File: src/rtl/xor_fold_pkg.sv
// Shared types and helpers for the round-robin XOR-fold scheduler.
package xor_fold_pkg;

    typedef enum logic [1:0] {
        IDLE = 2'd0,
        FOLD = 2'd1,
        RESP = 2'd2
    } state_t;

    localparam int unsigned N_REQ_DEF = 4;
    localparam int unsigned W_DEF     = 8;
    localparam int unsigned IDW_DEF   = 2;
    localparam int unsigned CW_DEF    = 8;

    // Increment that sticks at the all-ones value of a cw-bit counter.
    function automatic logic [31:0] sat_inc(input logic [31:0] v, input int unsigned cw);
        logic [32:0] maxv;
        maxv = (33'd1 << cw) - 33'd1;
        return (33'(v) >= maxv) ? v : v + 32'd1;
    endfunction

endpackage

File: src/rtl/xor_fold_sched_rr_pick.sv
// Combinational round-robin selector: first set bit strictly after last_grant, wrapping.
module rr_pick #(
    parameter int unsigned N_REQ = 4,
    parameter int unsigned IDW   = 2
) (
    input  logic [N_REQ-1:0] valid,
    input  logic [IDW-1:0]   last_grant,
    output logic             any,
    output logic [IDW-1:0]   grant_id
);

    logic [2*N_REQ-1:0] dbl;
    logic [N_REQ-1:0]   rot;
    int unsigned        off;
    int unsigned        sum;

    // Rotate so bit 0 is the requester just after last_grant, then find the lowest set bit.
    always_comb begin
        dbl = {valid, valid};
        rot = N_REQ'(dbl >> (32'(last_grant) + 32'd1));
        off = 0;
        for (int i = int'(N_REQ) - 1; i >= 0; i--) begin
            if ((rot & (N_REQ'(1) << i)) != '0) begin
                off = 32'(i);
            end
        end
        sum = 32'(last_grant) + 32'd1 + off;
        if (sum >= N_REQ) begin
            sum = sum - N_REQ;
        end
        any      = |valid;
        grant_id = IDW'(sum);
    end

endmodule

File: src/rtl/xor_fold_sched.sv
// Time-shares one XOR accumulator between requesters; folds one granted burst at a time
// and returns parity, id and saturating word count over a valid/ready result port.
module xor_fold_sched
    import xor_fold_pkg::*;
#(
    parameter int unsigned N_REQ = N_REQ_DEF,
    parameter int unsigned W     = W_DEF,
    parameter int unsigned IDW   = IDW_DEF,
    parameter int unsigned CW    = CW_DEF
) (
    input  logic               clk,
    input  logic               rst_n,
    input  logic [N_REQ-1:0]   req_valid,
    input  logic [N_REQ*W-1:0] req_data,
    input  logic [N_REQ-1:0]   req_last,
    output logic [N_REQ-1:0]   req_ready,
    output logic               res_valid,
    input  logic               res_ready,
    output logic [W-1:0]       res_data,
    output logic [IDW-1:0]     res_id,
    output logic [CW-1:0]      res_count,
    output logic               busy
);

    state_t         state;
    logic [IDW-1:0] grant;
    logic [IDW-1:0] last_grant;
    logic [W-1:0]   acc;
    logic [CW-1:0]  count;

    logic           pick_any;
    logic [IDW-1:0] pick_id;
    logic [W-1:0]   word_c;
    logic           take_c;
    logic           last_c;
    logic [W-1:0]   acc_next_c;
    logic [CW-1:0]  count_next_c;

    rr_pick #(
        .N_REQ (N_REQ),
        .IDW   (IDW)
    ) u_rr_pick (
        .valid      (req_valid),
        .last_grant (last_grant),
        .any        (pick_any),
        .grant_id   (pick_id)
    );

    // req_ready is one-hot on the grant, so masking with it selects the granted lane.
    always_comb begin
        word_c       = W'(req_data >> (32'(grant) * W));
        take_c       = |(req_valid & req_ready);
        last_c       = |(req_last & req_ready);
        acc_next_c   = acc ^ word_c;
        count_next_c = CW'(sat_inc(32'(count), CW));
    end

    always_ff @(posedge clk or negedge rst_n) begin
        if (!rst_n) begin
            state      <= IDLE;
            grant      <= '0;
            last_grant <= IDW'(N_REQ - 1);
            acc        <= '0;
            count      <= '0;
            req_ready  <= '0;
            res_valid  <= 1'b0;
            res_data   <= '0;
            res_id     <= '0;
            res_count  <= '0;
            busy       <= 1'b0;
        end else begin
            case (state)
                IDLE: begin
                    if (pick_any) begin
                        grant     <= pick_id;
                        acc       <= '0;
                        count     <= '0;
                        req_ready <= N_REQ'(1) << pick_id;
                        busy      <= 1'b1;
                        state     <= FOLD;
                    end
                end
                FOLD: begin
                    if (take_c) begin
                        acc   <= acc_next_c;
                        count <= count_next_c;
                        if (last_c) begin
                            req_ready <= '0;
                            res_valid <= 1'b1;
                            res_data  <= acc_next_c;
                            res_id    <= grant;
                            res_count <= count_next_c;
                            state     <= RESP;
                        end
                    end
                end
                RESP: begin
                    if (res_ready) begin
                        res_valid  <= 1'b0;
                        busy       <= 1'b0;
                        last_grant <= grant;
                        state      <= IDLE;
                    end
                end
                default: state <= IDLE;
            endcase
        end
    end

endmodule

File: config.mk
export PLATFORM = sky130hd
export DESIGN_NAME = xor_fold_sched
export DESIGN_NICKNAME = d
export VERILOG_FILES = /design/src/rtl/xor_fold_pkg.sv /design/src/rtl/xor_fold_sched_rr_pick.sv /design/src/rtl/xor_fold_sched.sv
export SDC_FILE = /design/constraint.sdc
export NUM_CORES = 1
export LEC_CHECK = 0
export ABC_AREA = 0
export CAP_MARGIN = 20
export CORE_MARGIN = 2
export CORE_UTILIZATION = 46
export CTS_BUF_LIST = sky130_fd_sc_hd__clkbuf_4 sky130_fd_sc_hd__clkbuf_8
export CTS_CLUSTER_SIZE = 20
export DETAILED_ROUTE_END_ITERATION = 10
export GPL_TIMING_DRIVEN = 0
export HOLD_SLACK_MARGIN = 0.15
export PLACE_DENSITY_LB_ADDON = 0.3
export SLEW_MARGIN = 0
export SYNTH_ARGS = -nofsm -noshare
export SYNTH_HDL_FRONTEND = slang
export SYNTH_SLANG_ARGS = --single-unit
File: constraint.sdc
create_clock -name clk -period 2.4 [get_ports clk]
set_clock_uncertainty 0.1 [all_clocks]
set_input_delay 0.48 -clock clk [delete_from_list [all_inputs] [get_ports clk]]
set_output_delay 0.48 -clock clk [all_outputs]
set_load 0.02 [all_outputs]
==> results of run 1 <==
## cell families (layout without fill, tap and decap cells)
| family | Yosys count | count (layout) |
|---|---|---|
| AO/OA/AOI/OAI | 45 | 45 |
| XOR/XNOR | 14 | 14 |
| flip-flops | 46 | 46 |
| adder cells (fa/ha/maj) | 3 | 3 |
| buffers and inverters | 25 | 98 |
| AND/OR/NAND/NOR | 58 | 58 |
| multiplexers | 48 | 48 |
## metrics by stage
step	setup TNS [ps]	total power [mW]
3_5_place_dp	-4780	3.66
5_1_grt	-2.63	4.62
4_1_cts	0	4.37
6_report	0	4.34
2_1_floorplan	0	2.93
3_3_place_gp	-28930	3.58
## tightest hold or removal path: stages, from the launching register on
cell and delay, ps:
dfrtp_1 360, nand2_1 50, nand2_1 60
## path summary, 6_finish.rpt
check                              startpoint      endpoint  slack (ps)  depth (start not counted)
worst min register to register      res_valid     res_valid         390                          2
max in group asynchronous               rst_n  req_ready[1]        1220                          3
worst min-delay path                res_valid     res_valid         390                          2
worst max register to register  last_grant[0]  req_ready[1]         130                          7
worst max-delay path            last_grant[0]  req_ready[1]         130                          7
min in group asynchronous               rst_n   res_data[4]         500                          2
## timing repair
action | CTS | global route
setup buffers | 0 | 1
hold buffers | 1 | 0
setup endpoints to repair | 5 | 4
endpoints found under the hold margin | 10 | 0
gates resized for setup | 2 | 2
## per-layer routing
metal  vias to the layer above  GRT usage [%]
li1                       1021              -
met1                      1061           25.5
met2                        74           33.1
met3                         8           3.96
met4                         0           6.67
met5                         -              0
## cells in the mapped netlist, types with 2 or more instances
library cell / instances / area, sq um
or2_1: 3 / 18.8
o32ai_1: 4 / 35.0
dfstp_2: 2 / 52.6
xnor2_1: 8 / 70.1
o21a_1: 2 / 15.0
a32o_1: 2 / 20.0
ha_1: 3 / 37.5
mux2_4: 16 / 240
mux2_1: 10 / 113
a21oi_1: 8 / 40.0
o211ai_1: 2 / 15.0
a311oi_1: 3 / 26.3
a22oi_2: 2 / 25.0
inv_1: 12 / 45.0
o21ai_1: 6 / 30.0
clkbuf_1: 4 / 15.0
nor2_1: 4 / 15.0
and2_1: 2 / 12.5
a22oi_1: 2 / 15.0
nand2_1: 16 / 60.1
mux2_2: 4 / 45.0
mux2i_1: 10 / 100
and3_1: 2 / 12.5
xor2_1: 6 / 52.6
mux4_2: 8 / 180
nor3b_1: 4 / 30.0
nand2b_1: 3 / 18.8
nand3_1: 9 / 45.0
buf_2: 5 / 25.0
buf_6: 4 / 45.0
or3_1: 2 / 12.5
o21ai_0: 3 / 15.0
nor2b_1: 2 / 12.5
dfrtp_1: 44 / 1100
nor3_1: 5 / 25.0
a21o_1: 2 / 15.0
## sequential cells by signal, summed over array words and instances (netlist names)
| register | flops |
|---|---|
| count | 8 |
| res_id | 2 |
| last_grant | 2 |
| busy | 1 |
| res_valid | 1 |
| grant | 2 |
| res_data | 8 |
| acc | 8 |
| state | 2 |
| req_ready | 4 |
| res_count | 8 |
## power groups by stage
stage          combinational (mW)  sequential, mW  clock, mW
6_report                     2.33            1.31      0.692
5_1_grt                      2.53            1.36      0.737
4_1_cts                      2.36            1.30      0.709
3_5_place_dp                 2.37            1.29          0
3_3_place_gp                 2.30            1.28          0
2_1_floorplan                1.49            1.44          0
## cells in the final DEF (no fill, tap or decap), types with 3 or more instances in the layout
| cell | instances |
|---|---|
| clkdlybuf4s50_1 | 61 |
| dfrtp_1 | 44 |
| nand2_1 | 16 |
| mux2_4 | 16 |
| inv_1 | 12 |
| mux2i_1 | 10 |
| mux2_1 | 10 |
| nand3_1 | 9 |
| a21oi_1 | 8 |
| mux4_2 | 8 |
| xnor2_1 | 8 |
| buf_2 | 6 |
| o21ai_1 | 6 |
| xor2_1 | 6 |
| nor3_1 | 5 |
| clkbuf_8 | 5 |
| nor2_1 | 4 |
| mux2_2 | 4 |
| buf_6 | 4 |
| nor3b_1 | 4 |
| o32ai_1 | 4 |
| nand2b_1 | 3 |
| or2_1 | 3 |
| o21ai_0 | 3 |
| a311oi_1 | 3 |
| ha_1 | 3 |
## area by class of cell
| cell class | count | area (sq um) |
|---|---|---|
| Tap cell | 75 | 93.8 |
| Clock inverter | 3 | 68.8 |
| Sequential cell | 46 | 1150 |
| Buffer | 11 | 77.6 |
| Inverter | 12 | 45.0 |
| Multi-Input combinational cell | 168 | 1490 |
| Clock buffer | 5 | 68.8 |
| Timing Repair Buffer | 67 | 667 |
| Fill cell | 497 | 2230 |
==> results.cfg, run 1 <==
[run]
max_cap_violations = 0

[sta]
finalHoldViolations = 0
fin_crit_ps = 2270
fmax_mhz = 440
slew_headroom_pct = 60.0
fin_hold_ws_ps = 392
worstMarginPinSlew_ps = 600
finalMaxSlewViolations = 0
final-setup-viol-count = 0
worst_slack_ps = 129
timing.final.crit_share_pct = 94.6

[power]
p_int_mw = 2.71
netSwitchingPower_mw = 1.63
p_comb_share_pct = 53.8
pwr-share-clk_pct = 16.0
vdd_drop_max_v = 0.000574
powerDensity_nw_per_um2 = 1190
p_leak_nw = 1.58
swShare_pct = 37.5
power_frac_seq_pct = 30.3

[route]
wl_per_cell_um = 16.2
firstDrtPassIters = 4
met1_length_um = 2770
vias = 2164
drtAntennaViolNets = 0
drt_iter0_markers = 112
drc = 0
vias_per_cell = 5.59
wirelength_um = 6270
routed.top_layer = met4
met2_wirelength_um = 3000
met3WireLength_um = 408

[logic_synthesis]
ys_seq_elements = 46
synth_warnings = 0
ys_types = 51
netlist_area_sq_um = 2770
synthXorXnorAreaFrac_pct = 4.43
synthAdderAreaFrac_pct = 1.36
synth_top_flop_cell = dfrtp_1
yosys.area_share.simple_pct = 11.4
avgSynthCellArea_sq_um = 11.6
synth_edf_count = 0
syn_inst = 239
synth_nets = 285
synth_top_family_by_area = multiplexers
synth_async_sr_flop_share_pct = 100
synth_compound_area_share_pct = 12.0
seq_area_frac_synth_pct = 41.7
synthMuxAreaShare_pct = 24.5

[cts]
clock-sinks = 46
cts_made_buffers = 5
clk_path_buf_depth = 2
htreeDepth = 2
cts.clk_slew.worst_paths_ps = 80
cts-root-buf = clkbuf_8
insertion_delay_ps = 310
cts_tree = yes

[setup_path]
critical_path_buf_inv_count = 0
critPathLaunchType = register
critPathMaxFanout = 10
worstPathRequired_ps = 2490
crit_family = compound AO/OA/AOI/OAI gates
cp_common_cell = a21oi_1
crit_path_max_incr_delay_ps = 610
crit_path_end_kind = register
path_cells = nor2_1, a21oi_1, o221ai_1, a21oi_1, ha_1, or3_1, o32ai_1
cp_slowest_cell = dfstp_2
cp.arrival_ps = 2370
criticalPathCategory = register to register

[floorplanning]
die_w_um = 81.6
dieHeight_um = 81.6
core-area_sq_um = 5890
pin_count = 67
die_area_sq_um = 6660
rows = 28
start_util_pct = 47.0

[cells_and_area]
fin_cells = 387
utilization_pct = 62.2
syn2layout_area_growth_pct = 32.2
antenna_cells = 0
drive_gt1_share_pct = 17.9
nNetsFinal = 357
finalInstanceArea_sq_um = 3660

[placement]
place.gp.congestion = 0.786
hpwlAfterDp_um = 4650
dpl_worst_slack_ps = -517
port_buffers = 64
placed_cells = 379
place_area_sq_um = 3520

[global_routing]
grt_max_degree = 35
grt_pass1_wl_um = 10100
antenna_found_initial = 0
grt_pass1_vias = 2116
grt_use_total_pct = 19.7
grt-ovfl-total = 0

[hold_path]
min_path_type = register to register

[run_status]
status = finished, final reports clean
No activity file was read; power rests on OpenSTA's default activity.
==> inputs of run 2 (changes only) <==
Settings changed: GPL_ROUTABILITY_DRIVEN set to 0.
==> results of run 2 <==
The final DEF is identical to that of run 1; final timing and power are the same.
